==> config.mk <==
export PLATFORM = sky130hd
export DESIGN_NAME = fact_bcd_conv
export DESIGN_NICKNAME = d
export VERILOG_FILES = /design/src/rtl/fact_pkg.sv /design/src/rtl/fact_bcd_conv_add3.sv /design/src/rtl/fact_bcd_conv.sv
export SDC_FILE = /design/constraint.sdc
export NUM_CORES = 1
export LEC_CHECK = 0
export ABC_AREA = 1
export BUFFER_PORTS_ARGS = -buffer_cell sky130_fd_sc_hd__clkbuf_2
export CAP_MARGIN = 15
export CORE_MARGIN = 2
export CORE_UTILIZATION = 30
export DETAILED_ROUTE_END_ITERATION = 10
export SLEW_MARGIN = 20
export SYNTH_ARGS = -nofsm -noshare
export SYNTH_HDL_FRONTEND = slang
export SYNTH_SLANG_ARGS = --single-unit
==> constraint.sdc <==
create_clock -name clk -period 1.5 [get_ports clk]
set_input_delay 0.3 -clock clk [delete_from_list [all_inputs] [get_ports clk]]
set_output_delay 0.3 -clock clk [all_outputs]
set_load 0.01 [all_outputs]
==> src/rtl/fact_pkg.sv <==
// Shared types and constants for the factorial unit and its BCD readout stage.
package fact_pkg;

    localparam int unsigned FACT_W     = 32;
    localparam int unsigned BCD_DIGITS = 10;
    localparam logic [3:0]  BCD_BLANK  = 4'hF;

    typedef enum logic [1:0] {IDLE, SHIFT, DONE} bcd_state_t;

    typedef logic [4*BCD_DIGITS-1:0] bcd_word_t;

    // ceil(w * log10(2)) in integer arithmetic (0.30103 scaled by 1e5)
    function automatic int unsigned min_bcd_digits(input int unsigned w);
        return (w * 30103 + 99999) / 100000;
    endfunction

endpackage

==> src/rtl/fact_bcd_conv_add3.sv <==
// Per-digit double-dabble correction: digits of 5 or more get +3 before the shift.
module bcd_add3 (
    input  logic [3:0] digit,
    output logic [3:0] fixed
);

    always_comb begin
        fixed = (digit >= 4'd5) ? digit + 4'd3 : digit;
    end

endmodule

==> src/rtl/fact_bcd_conv.sv <==
// Serial binary-to-packed-BCD converter (shift-and-add-3), one input bit per clock.
// Optional: define FACT_BCD_BLANK_EN to blank leading zero digits of out_bcd with 4'hF.
module fact_bcd_conv
    import fact_pkg::*;
#(
    parameter int unsigned WIDTH  = FACT_W,
    parameter int unsigned DIGITS = BCD_DIGITS
) (
    input  logic                  clk,
    input  logic                  rst_n,
    input  logic                  in_valid,
    output logic                  in_ready,
    input  logic [WIDTH-1:0]      in_bin,
    output logic                  out_valid,
    input  logic                  out_ready,
    output logic [4*DIGITS-1:0]   out_bcd,
    output logic                  busy
);

    localparam int unsigned     CNT_W    = (WIDTH > 1) ? $clog2(WIDTH) : 1;
    localparam logic [CNT_W-1:0] CNT_LAST = CNT_W'(WIDTH - 1);

    if (DIGITS < min_bcd_digits(WIDTH)) begin : g_digits_check
        $error("fact_bcd_conv: DIGITS too small to hold 2**WIDTH-1");
    end

    bcd_state_t state, state_next;

    logic [WIDTH-1:0]    bin_sr;
    logic [4*DIGITS-1:0] bcd_sr;
    logic [CNT_W-1:0]    cnt;
    logic [4*DIGITS-1:0] out_reg;

    logic [4*DIGITS-1:0] corrected;
    logic [4*DIGITS-1:0] bcd_shifted;
    logic [WIDTH-1:0]    bin_shifted;
    logic [4*DIGITS-1:0] result_disp;
    logic                load;

    for (genvar g = 0; g < DIGITS; g++) begin : g_digit
        bcd_add3 u_add3 (
            .digit (bcd_sr[4*g +: 4]),
            .fixed (corrected[4*g +: 4])
        );
    end

    // {bcd_sr, bin_sr} shifted left by one after digit correction
    assign bcd_shifted = {corrected[4*DIGITS-2:0], bin_sr[WIDTH-1]};
    assign bin_shifted = bin_sr << 1;

`ifdef FACT_BCD_BLANK_EN
    logic leading;

    // Digit 0 is never blanked so a zero result still shows a single 0.
    always_comb begin
        result_disp = bcd_shifted;
        leading     = 1'b1;
        for (int unsigned i = DIGITS - 1; i > 0; i--) begin
            if (leading && (bcd_shifted[4*i +: 4] == 4'd0)) begin
                result_disp[4*i +: 4] = BCD_BLANK;
            end else begin
                leading = 1'b0;
            end
        end
    end
`else
    assign result_disp = bcd_shifted;
`endif

    always_ff @(posedge clk or negedge rst_n) begin
        if (!rst_n) begin
            state <= IDLE;
        end else begin
            state <= state_next;
        end
    end

    always_comb begin
        state_next = state;
        in_ready   = 1'b0;
        out_valid  = 1'b0;
        busy       = 1'b0;
        load       = 1'b0;
        unique case (state)
            IDLE: begin
                in_ready = 1'b1;
                if (in_valid) begin
                    load       = 1'b1;
                    state_next = SHIFT;
                end
            end
            SHIFT: begin
                busy = 1'b1;
                if (cnt == '0) begin
                    state_next = DONE;
                end
            end
            DONE: begin
                out_valid = 1'b1;
                if (out_ready) begin
                    state_next = IDLE;
                end
            end
            default: state_next = IDLE;
        endcase
    end

    always_ff @(posedge clk or negedge rst_n) begin
        if (!rst_n) begin
            bin_sr  <= '0;
            bcd_sr  <= '0;
            cnt     <= '0;
            out_reg <= '0;
        end else if (load) begin
            bin_sr <= in_bin;
            bcd_sr <= '0;
            cnt    <= CNT_LAST;
        end else if (busy) begin
            bin_sr <= bin_shifted;
            bcd_sr <= bcd_shifted;
            if (cnt == '0) begin
                out_reg <= result_disp;
            end else begin
                cnt <= cnt - CNT_W'(1);
            end
        end
    end

    assign out_bcd = out_reg;

endmodule

==> summary.txt <==
Clocking
  – Clock-pin slew on the worst setup and hold paths: 60 ps
  – TritonCTS clock tree: built
  – Maximum level of the CTS H-tree: 4
  – Maximum buffer depth of the clock tree: 2
  – Clock buffer count from CTS: 17
  – Clock latency of the later-clocked register in the worst-skew pair: 420 ps
  – Clk root buf: sky130_fd_sc_hd__clkbuf_16
  – Number of sinks on the clock net: 119

Final layout
  – Share of post-route cells with drive strength above 1: 19.5%
  – Final Net Count: 871
  – Area added between synthesis and finish: 23.2%
  – Diodes inserted: 0
  – Core occupancy in the finished layout: 37.4%

Critical path
  – Kind of end point of the critical path: output pin
  – CP Launch Type: register
  – Data required time at the worst endpoint: 1200 ps
  – Slack of the worst reg-to-reg path: 120 ps
  – Highest fanout seen on the critical path: 3
  – Arrival time at the worst endpoint: 1150 ps
  – Number of cells on the worst reg-to-reg path: 7
  – RR Startpoint: cnt[1]
  – Reg-to-reg endpoint: out_bcd[36]
  – Type of the setup path with the least slack: reg -> out

Logic synthesis
  – Post-synthesis instance total: 720
  – Post-synthesis register bit count: 119
  – Proportion of synthesized chip area in sequential cells: 50.5%
  – Cell with the most instances after synthesis: sky130_fd_sc_hd__nand2_1
  – Most area-hungry cell type in the Yosys netlist: sky130_fd_sc_hd__dfrtp_1
  – Dominant register cell in the synthesized netlist: sky130_fd_sc_hd__dfrtp_1
  – Net count after synthesis: 777
  – Top post-synthesis cells by count: sky130_fd_sc_hd__nand2_1 (303), sky130_fd_sc_hd__dfrtp_1 (119), sky130_fd_sc_hd__nand3_1 (105)
  – Fraction of registers with async set/reset: 100%
  – Post-synthesis area per instance: 8.19 um2
  – Dominant cells by area after synthesis: sky130_fd_sc_hd__dfrtp_1 (51%), sky130_fd_sc_hd__nand2_1 (19%), sky130_fd_sc_hd__nand3_1 (8.9%)
  – Post-synthesis instance area: 5890 um2
  – Count of cell types in the netlist: 24
  – Warnings, synthesis: 0
  – Number of enable-type register cells in the synthesized netlist: 0
  – Portion of synthesized cell area occupied by the leading cell type: 50.5%

GRT
  – Met2 Resource Use GR: 22.3%
  – Remaining Overflow, GRT: 0
  – Pin count of the biggest net entering global routing: 38
  – Grt met1 use: 19.0%
  – Met3 Resource Use GR: 4.70%
  – Vias in the first global route: 4757
  – Initial antenna violation count: 1
  – Most heavily used metal layer in global routing: met2
  – First-pass GRT wire length: 23300 um
  – Total GRT Usage: 14.3%

STA
  – Time the final worst path needs with I/O delays and setup: 1450 ps
  – Count of final setup violators: 0
  – Least-Margin Pin Slew: 369 ps
  – Max Clock Freq: 689 MHz
  – Setup repair after global routing missed its margin: true
  – Max-slew violation total from the final report: 0
  – Part of the cycle the worst path needs: 96.8%
  – Final hold violations: 0
  – Post-route worst hold slack: 63.5 ps
  – Setup skew after layout: 11.3 ps
  – Slew HR: 75.1%

Floorplanning
  – Horizontal die dimension: 144 um
  – Effective utilization at floorplan: 30.4%
  – Area of the core region: 19400 um2
  – Vert. Die Dim: 144 um
  – Number of core rows: 51
  – Die Area: 20800 um2
  – Count of pins on the block boundary: 79

Hold path
  – Worst Hold Path EP: state[1]
  – Startpoint of the lowest-slack hold path: out_ready
  – Instance count along the most critical hold path: 2
  – HP Class: in -> reg

Detailed routing
  – Via/cell ratio: 4.51
  – Initial detailed-routing violation count: 220
  – Post-route DRC violation count: 0
  – Per-cell routed wire length: 12.6 um
  – ANT nets after route: 0
  – Total Routed Length: 13800 um
  – Number of vias in the routed layout: 4930
  – Length of the first detailed-routing pass in iterations: 4

Placement
  – PortBufs: 78
  – Final RePlAce weighted congestion: 0.822
  – Dpl hpwl: 9360 um

Power and ir drop
  – Share of power burned in combinational logic: 43.2%
  – Net switching component of the power: 7020 uW
  – Switching fraction of total power: 42.3%
  – Part of the total power dissipated in sequential elements: 34.7%
  – Power density relative to cell area: 2290 nW/um2
  – Share of total power in the clock network: 22.0%
  – Internal power consumption: 9570 uW
  – Leakage Power: 0.00379 uW
  – IR drop worst, VDD: 0.00106 V

Run
  – Number of maximum-capacitance violations: 0

Run status
  – Result of the run: finished, final reports clean
## metrics by stage
stage / setup slack, ps / total power [uW] / instances / TNS (ps) / instance area, um2
6_report: 47.8 / 16600 / 1092 / 0 / 7260
5_1_grt: -17.3 / 18200 / 1092 / -32.8 / 7260
4_1_cts: 8.55 / 16700 / 1090 / 0 / 7190
3_5_place_dp: 71.0 / 12800 / 1055 / 0 / 6630
3_3_place_gp: 97.9 / 12700 / 1055 / 0 / 6630
2_1_floorplan: 176 / 10800 / 720 / 0 / 5890
## worst max path at each step
stage             start     endpoint  depth (start not counted)
5_1_grt        state[0]    out_valid                          2
2_1_floorplan    cnt[0]  out_bcd[28]                          8
3_3_place_gp     cnt[0]  out_bcd[35]                          8
6_report       state[1]         busy                          4
3_5_place_dp     cnt[0]  out_bcd[27]                          8
4_1_cts        state[0]     in_ready                          2
## registers in the layout, summed over array words and instances, names as in the netlist
signal   cells
state        2
bin_sr      32
out_bcd     40
cnt          5
bcd_sr      40
## routing by layer
metal  share of wire (%)  vias to the layer above  wire, um
met5               0.094                        -        13
met1                  48                     2264      6580
met2                  45                      103      6230
met4                 1.1                        2       151
met3                 5.9                       17       813
li1                    -                     2544         -
## area by class of cell
type / instances / area [um2]
clock buffers: 21 / 450
clock inverters: 11 / 76.3
fillers: 2050 / 12100
inverters: 50 / 193
multi-input cells: 525 / 2540
flip-flops and latches: 119 / 2980
well taps: 265 / 332
repair buffers: 101 / 688
## layout by cell type, fill, tap and decap left out, drive strengths merged
cell type	instances
nand2	307
nor2	16
or2	1
o31ai	1
o22ai	11
o21ai	31
inv	52
clkinv	5
nand4	20
clkinvlp	4
clkbuf	96
o211ai	1
dlygate4sd3	1
ha	21
buf	25
nand3	116
dfrtp	119
## power by group through the flow
stage / sequential (uW) / clock [uW] / combinational (uW)
2_1_floorplan: 5760 / 0 / 5020
3_3_place_gp: 5780 / 0 / 6920
3_5_place_dp: 5790 / 0 / 7050
4_1_cts: 5770 / 3740 / 7150
5_1_grt: 5980 / 3900 / 8330
6_report: 5760 / 3660 / 7170
## timing repair
action / in CTS / in global routing
hold endpoints to repair: 17 / 0
hold buffers: 1 / 0
setup endpoints to repair: 2 / 80
setup buffers: 2 / 2
gates resized for setup: 4 / 16
pin swaps: 2 / 1
## worst max-delay path, stage by stage (launching register included)
cell                      delay (ps)
sky130_fd_sc_hd__dfrtp_1         400
sky130_fd_sc_hd__inv_2           100
sky130_fd_sc_hd__nand2_4          70
sky130_fd_sc_hd__inv_4            70
sky130_fd_sc_hd__buf_8           100
## kinds of logic (layout without fill, tap and decap cells)
logic type,Yosys count,count (layout),synth area share (%)
adder cells (fa/ha/maj),21,21,4.46
flip-flops,119,119,50.5
buffers and inverters,76,183,6.79
AND/OR/NAND/NOR,460,460,34.2
AO/OA/AOI/OAI,44,44,4.05
No activity file was read; power rests on OpenSTA's default activity.
